[src/rtl/instr_fetch.sv]
// Instruction fetch initiator: sequential reads of instr_mem with one-cycle read latency,
// a small circular buffer toward decode, and redirect flushing of buffered and in-flight words.
//
// state   | meaning
// --------+------------------------------------------------------------
// S_IDLE  | first cycle after reset release, nothing issued
// S_FETCH | normal issue whenever buffer + in-flight leave room
// S_REDIR | bubble cycle after a redirect, nothing issued
module instr_fetch #(
    parameter int                ADDR_W    = 10,
    parameter int                DATA_W    = 32,
    parameter logic [ADDR_W-1:0] RESET_PC  = '0,
    parameter int                BUF_DEPTH = 2
) (
    input  logic              clk,
    input  logic              rst_n,
    input  logic              redirect_i,
    input  logic [ADDR_W-1:0] redirect_pc_i,
    output logic              instr_valid_o,
    input  logic              instr_ready_i,
    output logic [DATA_W-1:0] instr_o,
    output logic [ADDR_W-1:0] pc_o,
    output logic              mem_ren_o,
    output logic              mem_wen_o,
    output logic [ADDR_W-1:0] mem_addr_o,
    output logic [DATA_W-1:0] mem_data_o,
    input  logic [DATA_W-1:0] mem_rdata_i
);

    localparam int                PTR_W   = $clog2(BUF_DEPTH);
    localparam int                CNT_W   = PTR_W + 1;
    localparam logic [CNT_W-1:0]  DEPTH_C = CNT_W'(BUF_DEPTH);
    localparam logic [ADDR_W-1:0] PC_STEP = ADDR_W'(4);

    typedef enum logic [1:0] {
        S_IDLE  = 2'd0,
        S_FETCH = 2'd1,
        S_REDIR = 2'd2
    } state_t;

    state_t state_q, state_d;

    logic [ADDR_W-1:0] fetch_pc_q, fetch_pc_d;
    logic              inflight_q, inflight_d;
    logic [ADDR_W-1:0] inflight_pc_q, inflight_pc_d;
    logic [PTR_W-1:0]  rd_ptr_q, rd_ptr_d;
    logic [PTR_W-1:0]  wr_ptr_q, wr_ptr_d;
    logic [CNT_W-1:0]  count_q, count_d;
    logic [DATA_W-1:0] buf_data_q [BUF_DEPTH];
    logic [DATA_W-1:0] buf_data_d [BUF_DEPTH];
    logic [ADDR_W-1:0] buf_pc_q   [BUF_DEPTH];
    logic [ADDR_W-1:0] buf_pc_d   [BUF_DEPTH];

    logic              pop;
    logic              issue;
    logic              wr_en;
    logic [CNT_W-1:0]  occ;

    // Low address bits of the redirect target are dropped: fetches are word aligned.
    logic unused_pc_lsb;
    assign unused_pc_lsb = ^redirect_pc_i[1:0];

    always_ff @(posedge clk or negedge rst_n) begin
        if (!rst_n) begin
            state_q <= S_IDLE;
        end else begin
            state_q <= state_d;
        end
    end

    always_comb begin
        state_d = state_q;
        case (state_q)
            S_IDLE:  state_d = S_FETCH;
            S_FETCH: if (redirect_i) state_d = S_REDIR;
            S_REDIR: state_d = redirect_i ? S_REDIR : S_FETCH;
            default: state_d = S_IDLE;
        endcase
    end

    // Occupancy after this edge counts the word arriving now; a new issue needs one more slot.
    always_comb begin
        pop       = instr_valid_o && instr_ready_i;
        occ       = count_q + CNT_W'(inflight_q) - CNT_W'(pop);
        issue     = (state_q == S_FETCH) && !redirect_i && (occ < DEPTH_C);
        wr_en     = inflight_q && !redirect_i;
        mem_ren_o = issue;
    end

    assign instr_valid_o = (count_q != '0);
    assign instr_o       = buf_data_q[rd_ptr_q];
    assign pc_o          = buf_pc_q[rd_ptr_q];
    assign mem_addr_o    = fetch_pc_q;
    assign mem_wen_o     = 1'b0;
    assign mem_data_o    = '0;

    always_comb begin
        fetch_pc_d    = fetch_pc_q;
        inflight_d    = issue;
        inflight_pc_d = issue ? fetch_pc_q : inflight_pc_q;
        rd_ptr_d      = rd_ptr_q;
        wr_ptr_d      = wr_ptr_q;
        count_d       = count_q;
        buf_data_d    = buf_data_q;
        buf_pc_d      = buf_pc_q;

        if (redirect_i) begin
            fetch_pc_d = {redirect_pc_i[ADDR_W-1:2], 2'b00};
        end else if (issue) begin
            fetch_pc_d = fetch_pc_q + PC_STEP;
        end

        if (wr_en) begin
            buf_data_d[wr_ptr_q] = mem_rdata_i;
            buf_pc_d[wr_ptr_q]   = inflight_pc_q;
        end

        if (redirect_i) begin
            rd_ptr_d = '0;
            wr_ptr_d = '0;
            count_d  = '0;
        end else begin
            if (wr_en) wr_ptr_d = wr_ptr_q + PTR_W'(1);
            if (pop)   rd_ptr_d = rd_ptr_q + PTR_W'(1);
            count_d = count_q + CNT_W'(wr_en) - CNT_W'(pop);
        end
    end

    always_ff @(posedge clk or negedge rst_n) begin
        if (!rst_n) begin
            fetch_pc_q    <= RESET_PC;
            inflight_q    <= 1'b0;
            inflight_pc_q <= '0;
            rd_ptr_q      <= '0;
            wr_ptr_q      <= '0;
            count_q       <= '0;
            for (int i = 0; i < BUF_DEPTH; i++) begin
                buf_data_q[i] <= '0;
                buf_pc_q[i]   <= '0;
            end
        end else begin
            fetch_pc_q    <= fetch_pc_d;
            inflight_q    <= inflight_d;
            inflight_pc_q <= inflight_pc_d;
            rd_ptr_q      <= rd_ptr_d;
            wr_ptr_q      <= wr_ptr_d;
            count_q       <= count_d;
            buf_data_q    <= buf_data_d;
            buf_pc_q      <= buf_pc_d;
        end
    end

endmodule

[config.mk]
export PLATFORM = sky130hd
export DESIGN_NAME = instr_fetch
export DESIGN_NICKNAME = d
export VERILOG_FILES = /design/src/rtl/instr_fetch.sv
export SDC_FILE = /design/constraint.sdc
export NUM_CORES = 1
export LEC_CHECK = 0
export ABC_CLOCK_PERIOD_IN_PS = 5800
export CAP_MARGIN = 20
export CORE_AREA = 4 4 133 135
export DETAILED_ROUTE_END_ITERATION = 7
export DIE_AREA = 0 0 137 139
export PLACE_DENSITY = 0.51
export SYNTH_ARGS = -nofsm -noshare
export SYNTH_HDL_FRONTEND = slang
export SYNTH_SLANG_ARGS = --single-unit
[constraint.sdc]
create_clock -name clk -period 5.8 [get_ports clk]
set_input_delay 1.16 -clock clk [delete_from_list [all_inputs] [get_ports clk]]
set_output_delay 1.16 -clock clk [all_outputs]
set_load 0.02 [all_outputs]
==> results of run 1 <==
-- per-stage QoR --
stage / worst slack [ps] / cells
after detailed placement: 999 / 659
after CTS: 981 / 675
after floorplan: 2230 / 397
final: 1020 / 675
after global routing: 867 / 675
after global placement: 980 / 659
-- sequential cells by signal, indices dropped and copies added, names as in the netlist --
name,count
mem_addr_o,8
rd_ptr_q,1
buf_pc_q,16
inflight_q,1
wr_ptr_q,1
count_q,2
buf_data_q,64
inflight_pc_q,8
state_q,2
-- synthesized netlist by cell type, drive strengths merged, types with 2 or more instances --
cell type / count / share of area
a31oi: 6 / 0.0077
and3: 2 / 0.0026
nand4: 2 / 0.0026
o311ai: 2 / 0.0036
clkbuf: 7 / 0.0054
or4: 4 / 0.0062
nor2b: 2 / 0.0026
mux2: 128 / 0.30
xor2: 3 / 0.0085
nand2b: 2 / 0.0026
nand2: 6 / 0.0046
nor2: 12 / 0.0092
inv: 3 / 0.0023
nand3: 8 / 0.0082
o21ai: 3 / 0.0031
o31ai: 4 / 0.0062
xnor2: 4 / 0.0072
buf: 47 / 0.069
dfrtp: 103 / 0.53
ha: 4 / 0.010
-- routing by layer --
layer | up-vias | wire, µm | track usage
met4 | 0 | 99 | 0.0252
met1 | 1506 | 4420 | 0.147
met5 | - | 0 | 0
met3 | 9 | 548 | 0.0385
met2 | 77 | 5190 | 0.192
li1 | 1378 | - | -
-- worst paths after layout --
kind	to	start
max	mem_ren_o	instr_ready_i
min	buf_data_q[14]$_DFFE_PN0P_	buf_data_q[14]$_DFFE_PN0P_
max reg2reg	inflight_pc_q[7]$_DFFE_PN0P_	count_q[1]$_DFF_PN0_
min reg2reg	buf_data_q[14]$_DFFE_PN0P_	buf_data_q[14]$_DFFE_PN0P_
max in group asynchronous	buf_data_q[22]$_DFFE_PN0P_	rst_n
min in group asynchronous	buf_data_q[7]$_DFFE_PN0P_	rst_n
-- power by group through the flow --
stage	Combinational (W)	Sequential [W]	Clock, W
global placement	0.00154	0.00127	0
CTS	0.00157	0.00129	0.000729
floorplan	0.00106	0.00120	0
detailed placement	0.00156	0.00130	0
finish	0.00154	0.00128	0.000696
global route	0.00166	0.00133	0.000763
-- final cells by class --
cell class	instances	area, µm²	area share
clock buffers	11	243	0.0389
clock inverters	5	105	0.0169
inverters	4	15.0	0.00241
multi-input cells	236	2070	0.331
flip-flops and latches	103	2580	0.414
well taps	220	275	0.0442
repair buffers	96	951	0.153
-- cells in the final DEF (no fill, tap or decap), drive strengths merged, types with 6 or more instances in the layout --
cell type	instances
mux2	128
dfrtp	103
clkdlybuf4s50	92
conb	37
nor2	12
clkbuf	11
nand3	8
nand2	6
a31oi	6
-- cell families after synthesis --
| kind of cell | count (synthesis) | synth area share |
|---|---|---|
| mux | 128 | 0.296 |
| simple gates | 44 | 0.0496 |
| flops | 103 | 0.529 |
| xor+xnor | 7 | 0.0157 |
| compound gates | 16 | 0.0216 |
| buf+inv | 58 | 0.0771 |
| other cells | 1 | 0.000770 |
| fa+ha+maj | 4 | 0.0103 |
==> run summary, run 1 <==
initial core utilization: 0.296
instance area at placement: 5890 µm²
headroom to the max-slew limit: 0.298
total power of the final layout: 0.00351 W
Top Family by Delay on Critical Path: buffers and inverters
number of enable flip-flop cells after synthesis: 0
critical path depth in cells: 7
die area: 19,000 µm²
depth of the worst hold-timing path: 1
I/O pin cnt: 133
cell at the root of the clock tree: sky130_fd_sc_hd__clkbuf_16
category of the worst setup path launch point: primary input
Register-to-Register Path Depth: 7
Period Utilization, post-route: 0.824
reg2reg setup slack: 3170 ps
antenna violations before repair: 0
global-route wire length before repair: 17,400 µm
predominant post-synthesis flop cell: sky130_fd_sc_hd__dfrtp_1
sum of buffers and inverters on the critical path: 2
port buffer count: 93
Leakage Power: 2.65 nW
series of cell instances along the critical path: clkdlybuf4s50_1, and2_1, ha_1, and2b_2, xor2_2, nor3_4, clkdlybuf4s50_1
number of antenna cells inserted: 0
power per cell area: 563 nW/µm²
fraction of power spent switching nets: 0.330
core area: 16,500 µm²
proportion of power drawn by flip-flops and latches: 0.364
total setup buffers inserted after CTS: 0
total number of vias: 2,970
# fillers: 1,624
gr usage total: 0.116
routed vias/inst: 4.40
startpoint-to-endpoint class of the critical path: primary input to primary output
TritonCTS clock tree: built
arrival time reported for the critical path endpoint: 3620 ps
Finished Core Util: 0.379
number of iterations in the first detailed-routing pass: 4
Async S/R FF share, synth: 1.00
result of the run: finished clean
sort of element at the end of the critical path: primary output
Area Overhead vs Synth: 28.0%
largest stage delay on the critical path: 710 ps
mapped cell area: 4870 µm²
final number of setup-violating endpoints: 0
proportion of power drawn by combinational gates: 0.438
cell-internal power: 0.00235 W
Yosys Warn Count: 0
Max Buffers Root-to-Sink: 2
routability-driven placement congestion ratio: 0.694
register bit count reported by yosys: 103
peak supply drop: 0.290 mV
total wirelength of the detailed-routed design: 10,300 µm
Achievable Freq: 209 MHz
final period demand of the worst path: 4780 ps
DRT antenna net count: 0
post-route standard cell area excluding fillers: 6230 µm²
pin slew with the least headroom to its limit: 1050 ps
violation count after the first detailed-route iteration: 46
count of cells resized by post-cts repair: 0
critical path peak fanout: 14
setup skew after layout: 5.55 ps
Gate Count Post-Synth: 361
setup repair after global routing missed its margin: false
Clk network pwr share: 0.198
number of buffers created by CTS: 9
DRC Markers: 0
estimated wirelength of the detail-placed design: 6890 µm
horizontal extent of the die: 137 µm
later-pin clock latency in the skew report: 350 ps
Seq/Total Area, Yosys: 0.529
total count of hold-check failures in the final report: 0
Switching Power: 0.00116 W
Nets: 500
slowest cell on the critical path: sky130_fd_sc_hd__clkdlybuf4s50_1
Hold WC Path Type: register to register
maximum capacitance violations: 0
routed len/inst: 15.2 µm
minimum hold slack: 501 ps
dominant cell type by count on the critical path: sky130_fd_sc_hd__clkdlybuf4s50_1
Total Neg Setup Slack: 0 ps
number of pins exceeding their max-slew limit in the final report: 0
hold buffer count at cts: 0
average cell area after synthesis: 13.5 µm²
remaining global-route overflow: 0
ratio of cells with drive above 1 in the final layout: 0.341
largest net degree at the start of global routing: 57
vias in the first global route: 3,275
endpoint required time on the critical path: 4640 ps
count of different cell masters after synthesis: 33
clock transition at the register clock pins on the worst setup and hold paths after CTS: 60 ps
TritonCTS sink count: 103
Die Height: 139 µm
Site Rows: 47
count of H-tree levels built during CTS: 3
No activity file was read; power rests on OpenSTA's default activity.
==> inputs of run 2 (changes only) <==
- ABC_CLOCK_PERIOD_IN_PS: 5800 -> 4530
- clock period: 5.8 -> 4.53 ns (I/O delays scaled with it)
==> run summary, run 2 (same netlist as run 1, synthesis figures left out) <==
final number of setup-violating endpoints: 0 (unchanged)
Die Height: 139 µm (unchanged)
gr usage total: 0.113 (was 0.116)
pin slew with the least headroom to its limit: 963 ps (was 1050 ps)
arrival time reported for the critical path endpoint: 3230 ps (was 3620 ps)
depth of the worst hold-timing path: 1 (unchanged)
minimum hold slack: 500 ps (was 501 ps)
Leakage Power: 2.65 nW (about the same)
flip-flop count of the largest register, all copies and words added: 64 (unchanged)
routability-driven placement congestion ratio: 0.682 (was 0.694)
launching instance or port of the critical path: instr_ready_i (unchanged)
setup repair after global routing missed its margin: false (unchanged)
Area Overhead vs Synth: 27.8% (was 28.0%)
critical path peak fanout: 10 (was 14)
die area: 19,000 µm² (unchanged)
Total Neg Setup Slack: 0 ps (unchanged)
DRT antenna net count: 0 (unchanged)
worst flop-to-flop path startpoint: count_q[1]$_DFF_PN0_ (unchanged)
most frequent standard cell in the layout excluding fill and tap cells: sky130_fd_sc_hd__mux2_2 (unchanged)
result of the run: finished clean (unchanged)
DRC Markers: 0 (unchanged)
total power of the final layout: 0.00441 W (was 0.00351 W)
number of iterations in the first detailed-routing pass: 4 (unchanged)
I/O pin cnt: 133 (unchanged)
routed len/inst: 15.4 µm (was 15.2 µm)
hold buffer count at cts: 0 (unchanged)
slowest cell on the critical path: sky130_fd_sc_hd__clkdlybuf4s50_1 (unchanged)
routed vias/inst: 4.40 (about the same)
later-pin clock latency in the skew report: 340 ps (was 350 ps)
vias in the first global route: 3,330 (was 3,275)
estimated wirelength of the detail-placed design: 6970 µm (was 6890 µm)
sort of element at the end of the critical path: primary output (unchanged)
total wirelength of the detailed-routed design: 10,400 µm (was 10,300 µm)
Register-to-Register Path Depth: 8 (was 7)
dominant cell type by count on the critical path: sky130_fd_sc_hd__clkdlybuf4s50_1 (unchanged)
peak supply drop: 0.287 mV (was 0.290 mV)
number of buffers created by CTS: 9 (unchanged)
core area: 16,500 µm² (unchanged)
category of the worst setup path launch point: primary input (unchanged)
Max Buffers Root-to-Sink: 2 (unchanged)
number of pins exceeding their max-slew limit in the final report: 0 (unchanged)
TritonCTS sink count: 103 (unchanged)
number of antenna cells inserted: 0 (unchanged)
register name with the most flops: buf_data_q (unchanged)
horizontal extent of the die: 137 µm (unchanged)
violation count after the first detailed-route iteration: 68 (was 46)
total count of hold-check failures in the final report: 0 (unchanged)
maximum capacitance violations: 0 (unchanged)
Site Rows: 47 (unchanged)
largest net degree at the start of global routing: 75 (was 57)
series of cell instances along the critical path: clkdlybuf4s50_1, and2_1, ha_1, and2b_2, xor2_2, nor3_4, clkdlybuf4s50_1 (unchanged)
Period Utilization, post-route: 0.914
startpoint-to-endpoint class of the critical path: primary input to primary output (unchanged)
TritonCTS clock tree: built (unchanged)
commonest non-fill, non-tap cells in the layout: sky130_fd_sc_hd__mux2_2 (127), sky130_fd_sc_hd__dfrtp_1 (102), sky130_fd_sc_hd__clkdlybuf4s50_1 (92) (unchanged)
clock transition at the register clock pins on the worst setup and hold paths after CTS: 70 ps (was 60 ps)
Nets: 502 (was 500)
power per cell area: 709 nW/µm² (was 563 nW/µm²)
reg2reg setup slack: 1990 ps (was 3170 ps)
total setup buffers inserted after CTS: 0 (unchanged)
ratio of cells with drive above 1 in the final layout: 0.341 (unchanged)
instance area at placement: 5920 µm² (was 5890 µm²)
Hold WC Path Type: register to register (unchanged)
antenna violations before repair: 0 (unchanged)
Achievable Freq: 242 MHz
endpoint required time on the critical path: 3620 ps (was 4640 ps)
headroom to the max-slew limit: 0.358 (was 0.298)
registers with the most flip-flops: buf_data_q (64), buf_pc_q (16) (unchanged)
count of H-tree levels built during CTS: 3 (unchanged)
port buffer count: 93 (unchanged)
cell at the root of the clock tree: sky130_fd_sc_hd__clkbuf_16 (unchanged)
count of cells resized by post-cts repair: 0 (unchanged)
initial core utilization: 0.296 (unchanged)
Worst Hold Launch: buf_data_q[2]$_DFFE_PN0P_ (was buf_data_q[14]$_DFFE_PN0P_)
largest stage delay on the critical path: 700 ps (was 710 ps)
setup skew after layout: 7.61 ps (was 5.55 ps)
final period demand of the worst path: 4140 ps
remaining global-route overflow: 0 (unchanged)
post-route standard cell area excluding fillers: 6230 µm² (about the same)
global-route wire length before repair: 17,300 µm (was 17,400 µm)
total number of vias: 2,971 (was 2,970)
==> run 2: report_power, final <==
group	leakage (nW)	total, W	internal (W)	switching, W
Clock	0.134	0.000761	0.000438	0.000324
Combinational	1.25	0.00206	0.00114	0.000927
Sequential	1.27	0.00159	0.00135	0.000240
Total	2.65	0.00441	0.00292	0.00149
==> run 2: cell type report <==
type / count / area [µm²]
clock inverter: 3 / 45.0
inverter: 4 / 15.0
timing repair buffer: 98 / 1000
tap: 220 / 275
sequential: 103 / 2580
fill: 1602 / 10200
multi-input combinational: 236 / 2070
clock buffer: 11 / 243
==> run 2: worst max-delay path, delay by kind of cell <==
kind	cells	cell delay [ps]
xor+xnor	1	160
fa+ha+maj	1	280
buf+inv	2	1090
simple gates	3	790
==> run 2: metrics by stage <==
step | util | cells | worst slack [ps]
2_1_floorplan | - | 397 | 1470
6_report | 0.378 | 675 | 392
3_5_place_dp | 0.359 | 660 | 356
4_1_cts | 0.377 | 674 | 351
3_3_place_gp | 0.359 | 660 | 371
5_1_grt | 0.378 | 675 | 281
==> run 2: final timing paths <==
kind,to
max,mem_ren_o
min,buf_data_q[2]$_DFFE_PN0P_
max reg2reg,mem_addr_o[7]$_DFFE_PN0P_
min reg2reg,buf_data_q[2]$_DFFE_PN0P_
max in group asynchronous,buf_data_q[41]$_DFFE_PN0P_
min in group asynchronous,buf_data_q[6]$_DFFE_PN0P_
==> run 2: layer usage <==
layer  track usage  part of all wire  wire length [µm]  vias up
li1              -                 -                 -     1380
met1         0.151              0.45              4690     1511
met2         0.184              0.49              5100       72
met3        0.0218             0.045               462        8
met4        0.0394             0.012               123        0
met5             0                 0                 0        -
